<file path="config.mk">
export PLATFORM = sky130hd
export DESIGN_NAME = instr_fetch_unit
export DESIGN_NICKNAME = d
export VERILOG_FILES = /design/src/rtl/instr_fetch_unit_pkg.sv /design/src/rtl/instr_fetch_unit_fifo.sv /design/src/rtl/instr_fetch_unit.sv
export SDC_FILE = /design/constraint.sdc
export NUM_CORES = 1
export LEC_CHECK = 0
export CORE_MARGIN = 1
export CORE_UTILIZATION = 35
export CTS_CLUSTER_DIAMETER = 200
export DETAILED_ROUTE_END_ITERATION = 8
export PLACE_DENSITY_LB_ADDON = 0.12
export REMOVE_ABC_BUFFERS = 1
export SYNTH_ARGS = -nofsm -noshare
export SYNTH_HDL_FRONTEND = slang
export SYNTH_SLANG_ARGS = --single-unit
export TNS_END_PERCENT = 5
</file>
<file path="constraint.sdc">
create_clock -name i_clk -period 18.3 [get_ports i_clk]
set_input_delay 1.83 -clock i_clk [delete_from_list [all_inputs] [get_ports i_clk]]
set_output_delay 1.83 -clock i_clk [all_outputs]
set_load 0.05 [all_outputs]
</file>
<file path="src/rtl/instr_fetch_unit_pkg.sv">
// Shared types and constants for the instruction fetch front end.
package instr_fetch_unit_pkg;

  typedef enum logic [1:0] {
    IDLE  = 2'd0,
    FETCH = 2'd1,
    HALT  = 2'd2
  } fetch_state_t;

  localparam logic [31:0] NOP_INSTR        = 32'h0000_0013;
  localparam logic [31:0] DEFAULT_RESET_PC = 32'h0000_0000;
  localparam int          IF_ENTRY_W       = 64;

endpackage

</file>
<file path="src/rtl/instr_fetch_unit_fifo.sv">
// Instruction buffer: synchronous FIFO of {pc, instr} entries; flush beats push.
module if_fifo
  import instr_fetch_unit_pkg::*;
#(
  parameter int DEPTH = 2,
  parameter int WIDTH = IF_ENTRY_W
) (
  input  logic                       clk_i,
  input  logic                       rst_ni,
  input  logic                       push_i,
  input  logic                       pop_i,
  input  logic                       flush_i,
  input  logic [WIDTH-1:0]           wdata_i,
  output logic [WIDTH-1:0]           rdata_o,
  output logic                       full_o,
  output logic                       empty_o,
  output logic [$clog2(DEPTH+1)-1:0] count_o
);

  localparam int AW = $clog2(DEPTH);
  localparam int CW = $clog2(DEPTH+1);

  logic [WIDTH-1:0] mem_q [DEPTH];
  logic [AW-1:0]    wptr_q, rptr_q;
  logic [CW-1:0]    count_q;
  logic             do_push, do_pop;

  assign full_o  = (count_q == CW'(DEPTH));
  assign empty_o = (count_q == '0);
  assign count_o = count_q;
  assign rdata_o = mem_q[rptr_q];

  // A full FIFO still accepts a push when the head leaves in the same cycle.
  assign do_pop  = pop_i & ~empty_o;
  assign do_push = push_i & (~full_o | do_pop);

  always_ff @(posedge clk_i) begin
    if (!rst_ni || flush_i) begin
      wptr_q  <= '0;
      rptr_q  <= '0;
      count_q <= '0;
    end else begin
      if (do_push) wptr_q <= wptr_q + 1'b1;
      if (do_pop)  rptr_q <= rptr_q + 1'b1;
      count_q <= count_q + CW'(do_push) - CW'(do_pop);
    end
  end

  always_ff @(posedge clk_i) begin
    if (do_push && !flush_i) mem_q[wptr_q] <= wdata_i;
  end

endmodule

</file>
<file path="src/rtl/instr_fetch_unit.sv">
// Fetch front end: in-order imem requests under a credit limit, PC-tagged
// instruction buffer toward decode, and redirect with stale-response dropping.
module instr_fetch_unit
  import instr_fetch_unit_pkg::*;
#(
  parameter logic [31:0] RESET_PC   = DEFAULT_RESET_PC,
  parameter int          FIFO_DEPTH = 2
) (
  input  logic        i_clk,
  input  logic        i_reset,
  input  logic        i_halt,
  input  logic        i_pc_sel,
  input  logic [31:0] i_alu_data,
  output logic        o_imem_req,
  output logic [31:0] o_imem_addr,
  input  logic        i_imem_gnt,
  input  logic        i_imem_rvalid,
  input  logic [31:0] i_imem_rdata,
  output logic        o_if_valid,
  input  logic        i_id_ready,
  output logic [31:0] o_if_instr,
  output logic [31:0] o_if_pc,
  output logic        o_misalign,
  output logic        o_resp_err
);

  localparam int          CW        = $clog2(FIFO_DEPTH+1);
  localparam logic [CW:0] DEPTH_LIM = (CW+1)'(FIFO_DEPTH);

  fetch_state_t  state_q, state_d;
  logic [31:0]   pc_q, pc_d, resp_pc_q, resp_pc_d, last_pc_q;
  logic [CW-1:0] outst_q, outst_d, drop_q, drop_d;
  logic          misalign_q, resp_err_q;

  logic          fifo_push, fifo_pop, fifo_full, fifo_empty;
  logic [CW-1:0] fifo_count;
  logic [63:0]   fifo_rdata;
  logic          credit_ok, fire, rsp_ok, rsp_drop, rsp_keep;
  logic [31:0]   target;

  assign target    = {i_alu_data[31:2], 2'b00};
  assign credit_ok = ({1'b0, outst_q} + {1'b0, fifo_count}) < DEPTH_LIM;
  assign fire      = o_imem_req & i_imem_gnt;
  // Responses with nothing outstanding are flagged and otherwise ignored.
  assign rsp_ok    = i_imem_rvalid & (outst_q != '0);
  assign rsp_drop  = rsp_ok & (drop_q != '0);
  assign rsp_keep  = rsp_ok & (drop_q == '0) & ~i_pc_sel;
  assign fifo_pop  = o_if_valid & i_id_ready;
  assign fifo_push = rsp_keep & (~fifo_full | fifo_pop);

  assign o_imem_req  = (state_q == FETCH) & credit_ok & ~i_pc_sel;
  assign o_imem_addr = pc_q;
  assign o_if_valid  = ~fifo_empty & ~i_pc_sel;
  assign o_if_instr  = fifo_empty ? NOP_INSTR : fifo_rdata[31:0];
  assign o_if_pc     = fifo_empty ? last_pc_q : fifo_rdata[63:32];
  assign o_misalign  = misalign_q;
  assign o_resp_err  = resp_err_q;

  always_comb begin
    state_d   = state_q;
    pc_d      = pc_q;
    resp_pc_d = resp_pc_q;
    outst_d   = outst_q + CW'(fire) - CW'(rsp_ok);
    drop_d    = drop_q - CW'(rsp_drop);
    case (state_q)
      IDLE:    state_d = FETCH;
      FETCH:   if (i_halt)  state_d = HALT;
      HALT:    if (!i_halt) state_d = FETCH;
      default: state_d = IDLE;
    endcase
    if (fire)     pc_d      = pc_q + 32'd4;
    if (rsp_keep) resp_pc_d = resp_pc_q + 32'd4;
    // Every response still in flight after a redirect belongs to the old path.
    if (i_pc_sel) begin
      pc_d      = target;
      resp_pc_d = target;
      drop_d    = outst_q - CW'(rsp_ok);
    end
  end

  always_ff @(posedge i_clk) begin
    if (!i_reset) begin
      state_q    <= IDLE;
      pc_q       <= RESET_PC;
      resp_pc_q  <= RESET_PC;
      last_pc_q  <= RESET_PC;
      outst_q    <= '0;
      drop_q     <= '0;
      misalign_q <= 1'b0;
      resp_err_q <= 1'b0;
    end else begin
      state_q    <= state_d;
      pc_q       <= pc_d;
      resp_pc_q  <= resp_pc_d;
      outst_q    <= outst_d;
      drop_q     <= drop_d;
      misalign_q <= i_pc_sel & (|i_alu_data[1:0]);
      resp_err_q <= resp_err_q | (i_imem_rvalid & (outst_q == '0));
      if (!fifo_empty) last_pc_q <= fifo_rdata[63:32];
    end
  end

  if_fifo #(
    .DEPTH (FIFO_DEPTH),
    .WIDTH (IF_ENTRY_W)
  ) u_if_fifo (
    .clk_i   (i_clk),
    .rst_ni  (i_reset),
    .push_i  (fifo_push),
    .pop_i   (fifo_pop),
    .flush_i (i_pc_sel),
    .wdata_i ({resp_pc_q, i_imem_rdata}),
    .rdata_o (fifo_rdata),
    .full_o  (fifo_full),
    .empty_o (fifo_empty),
    .count_o (fifo_count)
  );

endmodule

</file>
==> results of run 1 <==
[layer usage]
metal / vias up / share of wire (%)
li1: 3418 / -
met1: 3211 / 49
met2: 205 / 44
met3: 35 / 5.3
met4: 0 / 2.0
met5: - / 0
[path summary, 6_finish.rpt]
path,start,to,slack (ps),depth (start not counted)
hold reg to reg,last_pc_q[1],last_pc_q[1],470,1
hold / removal,last_pc_q[1],last_pc_q[1],470,1
setup reg to reg,u_if_fifo.count_o[0],o_imem_addr[19],15010,9
setup / recovery,i_pc_sel,o_imem_req,12570,5
[state kept, by name, summed over array words and instances (netlist names), named ones only]
signal,count
last_pc_q,32
state_q,2
o_imem_addr,30
o_misalign,1
resp_pc_q,30
outst_q,2
drop_q,2
u_if_fifo.rptr_q,1
o_resp_err,1
u_if_fifo.wptr_q,1
u_if_fifo.count_o,2
u_if_fifo.mem_q,124
[Yosys cell counts, types with 6 or more instances]
| library cell | n |
|---|---|
| nand2_1 | 70 |
| and4_1 | 8 |
| nand3_1 | 27 |
| xnor2_1 | 41 |
| and2_1 | 43 |
| mux2i_1 | 69 |
| nor4_1 | 20 |
| inv_1 | 15 |
| ha_1 | 8 |
| and3_1 | 15 |
| a21boi_0 | 6 |
| o21ai_0 | 64 |
| nor2_1 | 50 |
| clkbuf_1 | 38 |
| xor2_1 | 7 |
| edfxtp_1 | 124 |
| or3_1 | 6 |
| or4_1 | 6 |
| nor3_1 | 19 |
| dfxtp_1 | 105 |
| nand4_1 | 12 |
| a21oi_1 | 43 |
[power by group]
part | switching [mW] | total [mW] | internal (mW)
Combinational | 0.122 | 0.195 | 0.0727
Sequential | 0.0250 | 0.606 | 0.581
Clock | 0.199 | 0.534 | 0.335
[metrics by stage]
step / total power [mW] / utilization [%] / worst slack [ps] / area, sq um
global route: 1.39 / 46.5 / 12480 / 12600
floorplan: 0.739 / - / 9550 / 9490
finish: 1.33 / 46.5 / 12570 / 12600
CTS: 1.35 / 46.5 / 12530 / 12600
global placement: 0.812 / 43.2 / 12540 / 11700
detailed placement: 0.813 / 43.2 / 12530 / 11700
[kinds of logic (layout without fill, tap and decap cells)]
family | Yosys count | count (layout) | synth area share [%]
flops | 229 | 229 | 60.1
xor+xnor | 48 | 48 | 4.34
fa+ha+maj | 9 | 9 | 1.24
compound gates | 138 | 138 | 8.03
mux | 72 | 72 | 7.47
simple gates | 295 | 295 | 16.0
buf+inv | 66 | 240 | 2.76
other cells | 1 | 2 | 0.0387
[cell usage in the layout (no fill, tap or decap), types with 3 or more instances in the layout]
cell,instances
a21boi_0,6
a21oi_1,43
a22oi_1,4
a31oi_1,5
and2_1,42
and3_1,15
and4_1,8
buf_4,7
bufinv_16,3
clkbuf_1,5
clkbuf_16,27
clkbuf_8,6
clkdlybuf4s50_1,167
clkinv_1,5
dfxtp_1,104
edfxtp_1,124
ha_1,8
inv_1,15
mux2i_1,69
nand2_1,70
nand3_1,27
nand4_1,12
nor2_1,49
nor2b_1,5
nor3_1,19
nor3b_1,5
nor4_1,19
o211ai_1,3
o21ai_0,64
or3_1,6
or4_1,6
xnor2_1,41
xor2_1,7
[layout make-up]
class                   count  share of cell area (%)
flip-flops and latches    229                    46.4
multi-input cells         564                    28.8
repair buffers            175                    13.8
clock buffers              38                    6.18
well taps                 341                    3.40
clock inverters            10                   0.976
inverters                  17                   0.508
==> results summary, run 1 <==
The cell type of the slowest stage on the worst timing path is clkdlybuf4s50_1. The worst path required time came out at about 16000 ps. The wire length of the first global-routing pass is approximately 36000 um. On the worst path, the slowest cell contributes a delay of slightly above 800 ps. The fraction of met3 tracks used by global routing is 2.84%.

The synthesized area per cell is ~11 sq um. The total power density per cell area came out at ~110 mW/mm^2. After clock tree synthesis, the setup repair step added 0 buffers. The sequential-to-total area share from yosys stat came out at between 60% and 70%.

The overall die width is ~170 um. The number of resized instances in the post-cts repair step came out at 0. At the end of the flow, the number of nets in the layout was 1093.

Detailed placement finished with a half-perimeter wire length of around 14000 um. Setup repair after global routing left no endpoint under its margin. The data arrival time at the worst-slack endpoint came out at 3900 ps.

The top cell type by area accounts for about two fifths of the synthesized area. Broken down by cell family, the worst path's largest delay share belongs to buffers and inverters. During placement, the flow inserted port buffers numbering ~170. Across every metal layer, demand over resource in global routing totals 15.8%. The number of global-route vias before repair is 6522.

Yosys attributes the largest share of cell area to edfxtp_1 (38%), dfxtp_1 (22%), mux2i_1 (7.1%). The area of the mapped netlist came out at slightly below 0.01 sq mm. The largest voltage drop on the vdd net came out at ~0.055 mV. The synthesized flop and latch total is roughly 230. Traced cell by cell, the critical path runs through clkdlybuf4s50_1 -> buf_4 -> nor4b_4 -> nor2b_1 -> clkdlybuf4s50_1. The starting density of the core came out at 35.9%. The worst-case hold slack came out at ~470 ps. The number of cells after detailed placement came out at between 1000 and 1500.

The final setup violation count came out at 0. Of the available clock period, the critical path in the final layout requires a little under a third. The final count of pins violating max slew came to 0. The time the worst path needs with I/O delays and setup is 5730 ps. CTS built an H-tree with a depth of 1. The cell count after synthesis came out at 858. The post-route clock skew is 18.7 ps. Entering global routing, the biggest net connects a little under 100 pins. The leakage power summed over all cells is between 4 and 5 nW. The number of hold buffers added after CTS was 0. The worst setup path is launched from a primary input. The total overflow left after global routing is 0. The clock net in this run drives a total of between 200 and 250 sinks. The final weighted congestion of routability-driven global placement is 0.812. The run finished with clean final reports.

The total wirelength of the detailed-routed design is between 20000 and 25000 um. The non-filler instance count after layout is between 1000 and 1500. The cell sitting at the root of the clock tree is a clkbuf_16. The start-to-end type of the worst setup path is primary input to output pin. The site row count came out at 60.

The yosys synthesis warning count came out at 0. The cell that appears most often on the critical path is clkdlybuf4s50_1. The async set-reset flop share out of synthesis is 0%. Dividing the detail-routed via count by the number of cells gives about 5.0. The overall via count from detail_route is just under 7000.

The number of violations of the max-capacitance limit came out at 0. Counting along the longest clock path gives a buffer depth of 3. The number of enable-type register cells in the synthesized netlist is 124. From synthesis to final layout, the design area changed by 29.7%. For this design the top-level I/O count stands at ~170. The category of the worst setup path capture point is an output pin. The detailed-routing iteration count for the pre-antenna-repair pass came out at 5. The maximum achievable frequency is around 170 MHz. The residual DRC count is 0.

The met2 demand-to-capacity share in global routing came out at about 24%. Of the cells placed in the final design, the portion with a size suffix greater than 1 is between 5 and 6%. The count of filler cells inserted in the layout is 2520. The placeable core area came out at approximately 0.027 sq mm. The number of hold violations in the final report is 0. The number of distinct standard cells referenced by the synthesized netlist is 55.

The detail route stage leaves a number of antenna-violating nets equal to 0. The met1 track demand over resource in global routing came out at around 23%. The die is 168 um tall.

After clock tree synthesis, the clock-pin slew on the worst setup and hold paths is approximately 60 ps. The worst min-delay path class is register to register. The top cell type by total area after synthesis is edfxtp_1.

The worst slew margin relative to its limit is 38.4%. The primary flip-flop cell chosen by synthesis mapping is edfxtp_1. The die outline area is ~0.028 sq mm.

The clock tree from TritonCTS is built. The iteration-0 DRC count of the detailed router is 339. The layer with the highest usage is met2.

The CTS buffer count came out at 26. The repair_antennas step left the layout with diodes totalling 0. The largest driver fanout on the critical path came out at 28. Clock latency on the worst-skew pair, taken at its later pin, is ~520 ps. The number of antenna violations at the first check in global routing is 0. Together, buffers and inverters on the worst path number 3. The actual slew at the worst max-slew pin came out at about 920 ps. The wire length per cell is about 17 um. The final total negative setup slack is 0 ps. The combined area of the multi-input logic cells is roughly 0.0036 sq mm.

The area of all sequential standard cells is approximately 0.0058 sq mm.
Power figures use the tool's default switching activity.
==> run 2: changes to the inputs <==
==> constraint.sdc (replaced) <==
create_clock -name i_clk -period 4.8 [get_ports i_clk]
set_input_delay 0.48 -clock i_clk [delete_from_list [all_inputs] [get_ports i_clk]]
set_output_delay 0.48 -clock i_clk [all_outputs]
set_load 0.05 [all_outputs]
==> run 2 against run 1 <==
  * Clock skew shrank 5.1 ps
  * First-iteration DRC count shrank 5.9%
  * Combinational power grew to 3.9 times the previous value
  * Register-to-register slack lost 13000 ps
  * Utilization shrank 0.13 points
  * Die area is the same
  * Final cell count grew 0.29%
  * Via count grew 0.52%
  * Largest power group unchanged
==> results summary, run 2 (same netlist as run 1, synthesis figures left out) <==
The run finished with clean final reports. The overall overflow remaining after global route was 0 (unchanged). The slowest stage of the critical path is the clkdlybuf4s50_1 cell.

The per-cell via count in the routed design came out at 5.01 (+0.23%). The final setup violation count is 0 (unchanged). The post-CTS setup-driven buffer insertion count is 0 (unchanged). The area of all sequential standard cells is 0.00583 sq mm (unchanged). The number of resized instances in the post-cts repair step came to 0 (unchanged). The largest voltage drop on the vdd net came to 0.267 mV (+380%). The count of filler cells inserted in the layout is 2487 (-1.3%). The post-synthesis to final-layout area growth is 29.3%. The fraction of final layout cells with drive strength greater than 1 came to 5.98% (+0.074 points).

The wire length per cell is 17.0 um (+2.9%). The final count of pins violating max slew is 0 (unchanged). The internal power came out at 3.64 mW (+270%). The number of violations of the max-capacitance limit was 0 (unchanged). The die outline area is 0.0284 sq mm (unchanged).

Walking the worst path, the cells encountered are inv_1 -> nor2_1 -> fa_1 -> nor4b_4 -> nor2b_1 -> clkdlybuf4s50_1. The maximum number of buffers from clock root to sink is 3 (unchanged). The time the worst path needs with I/O delays and setup came out at ~3500 ps. Leaving out fill and tap cells, the most frequent cell in the layout is clkdlybuf4s50_1. The final weighted congestion of routability-driven global placement came out at 0.832 (+2.6%). The CTS buffer count came out at 26 (unchanged). The overall via count from detail_route came out at 6905 (+0.52%). The worst hold path cell count came out at 1 (unchanged). The detailed-routing iteration count for the pre-antenna-repair pass came out at 5 (unchanged). The final antenna diode count came out at 0 (unchanged). The net switching power is 1.32 mW (+280%). The part of the power in the clock network is 38.2% (-1.8 points). The half-perimeter wire length after detailed placement was 15600 um (+8.9%). In this run the clock root is driven by a clkbuf_16. The number of flip-flops under the largest register name came out at 124 (unchanged). The number of buffers added on ports is 168 (unchanged). The sequential fraction of design power was 46.7% (+1.3 points). The overall die width is 168 um (unchanged). The total power density per cell area is 395 mW/mm^2 (+270%).

The wire length of the first global-routing pass came out at 36800 um (+3.2%). The post-route clock skew came out at 13.6 ps (-5.07 ps). The actual slew at the worst max-slew pin is 889 ps (-35.1 ps). The residual DRC count came out at 0 (unchanged). The start-to-end type of the worst setup path is register to output pin. In the final layout, the registers with the most flip-flops are u_if_fifo.mem_q (124), last_pc_q (32). The iteration-0 DRC count of the detailed router came out at 319 (-5.9%). The fraction of power spent switching nets is 26.6% (+0.64 points). The clock sink count is 229 (unchanged). The data arrival time at the worst-slack endpoint came out at 3030 ps (-870 ps). u_if_fifo.mem_q holds more flip-flops than any other register. The number of antenna-violating nets in the routed design came out at 0 (unchanged). The insertion delay of the later-clocked pin in the worst-skew pair came out at 510 ps (about the same).

The maximum achievable frequency is approximately 280 MHz. The maximum level of the CTS H-tree is 1 (unchanged). The largest driver fanout on the critical path came out at 6 (-79%). The worst path required time was 4320 ps (-12150 ps).

The number of hold violations in the final report is 0 (unchanged). The number of antenna violations at the first check in global routing is 0 (unchanged). The overall global routing resource usage was 16.4% (+0.57 points). The starting density of the core is 35.9% (unchanged). The pin count of the biggest net entering global routing is 73 (-26%). The combinational cell fraction of total power is 15.2% (+0.6 points). The final total negative setup slack is 0 ps (unchanged). The combined area of the multi-input logic cells came out at 0.00362 sq mm (unchanged).

The number of global-route vias before repair is 6587 (+1.0%). The library cells used most frequently in the layout, excluding fill and tap cells, are clkdlybuf4s50_1 (167), edfxtp_1 (124), dfxtp_1 (104). TritonCTS built the clock tree. The number of hold buffers added after cts came out at 0 (unchanged).

The worst slew margin relative to its limit is 40.8% (+2.3 points). The total wirelength of the detailed-routed design was 23400 um (+3.2%). The overall power after layout is 4.96 mW (+270%). The site row count came out at 60 (unchanged). The number of cells traversed by the worst register-to-register path is 9 (unchanged).

The portion of the clock cycle consumed by the worst path in the final layout is around three quarters. The worst hold path belongs to the class register to register. The worst-case hold slack is 479 ps (+5.62 ps).

The worst setup path is launched from a register. The height of the die is 168 um (unchanged). The clock-pin slew reported for the worst setup and hold paths after clock tree synthesis is 60 ps (about the same). The delay contributed by the slowest stage of the critical path is 840 ps (+30 ps).

The placeable core area is 0.0270 sq mm (unchanged). The worst setup path is captured at an output pin. The count of boundary I/O pins is 171 (unchanged).

Setup repair after global routing left no endpoint under its margin. The leakage power summed over all cells is 4.11 nW (-0.29%). The final layout net count is 1097 (+0.37%).
-- run 2: changes by cell type in the layout (fill, tap and decap cells not counted), sizes merged --
| cell | previous run | this run |
|---|---|---|
| clkinvlp | 1 | 0 |
| buf | 8 | 12 |
| clkinv | 7 | 4 |
| bufinv | 3 | 0 |
| clkbuf | 38 | 44 |
| inv | 16 | 17 |
-- run 2: worst paths after layout --
path	start	endpoint	slack (ps)
worst max-delay path	u_if_fifo.count_o[0]	o_imem_req	1290
worst min-delay path	last_pc_q[0]	last_pc_q[0]	480
worst max register to register	u_if_fifo.count_o[0]	o_imem_addr[19]	1570
worst min register to register	last_pc_q[0]	last_pc_q[0]	480
-- run 2: per-stage QoR --
stage / worst slack (ps) / utilization [%] / area [sq um] / instances
floorplan: -2600 / - / 9490 / 810
global placement: 1690 / 43.3 / 11700 / 1330
detailed placement: 1610 / 43.3 / 11700 / 1330
CTS: 1230 / 46.4 / 12500 / 1378
global route: 1130 / 46.4 / 12500 / 1378
finish: 1290 / 46.4 / 12500 / 1378
-- run 2: power by group through the flow --
stage | logic [mW] | clock network, mW | registers [mW]
after floorplan | 0.409 | 0 | 2.41
final | 0.751 | 1.89 | 2.31
after global placement | 0.758 | 0 | 2.35
after CTS | 0.762 | 1.95 | 2.31
after detailed placement | 0.758 | 0 | 2.35
after global routing | 0.817 | 2.03 | 2.33
-- run 2: cell type report --
type	instances	share of cell area, %
multi-input combinational	564	28.9
timing repair buffer	179	14.0
tap	341	3.40
inverter	17	0.509
clock inverter	4	0.180
sequential	229	46.5
clock buffer	44	6.47
-- run 2: worst max-delay path, delay by kind of cell (launching register included) --
kind	cells	cell delay [ps]
flops	1	410
fa+ha+maj	1	480
buf+inv	2	930
simple gates	3	700
-- run 2: per-layer routing --
metal | routed length (um) | track usage [%]
met3 | 1290 | 2.94
met4 | 350 | 3.95
met2 | 10200 | 25.2
met5 | 0 | 0
met1 | 11600 | 23.7
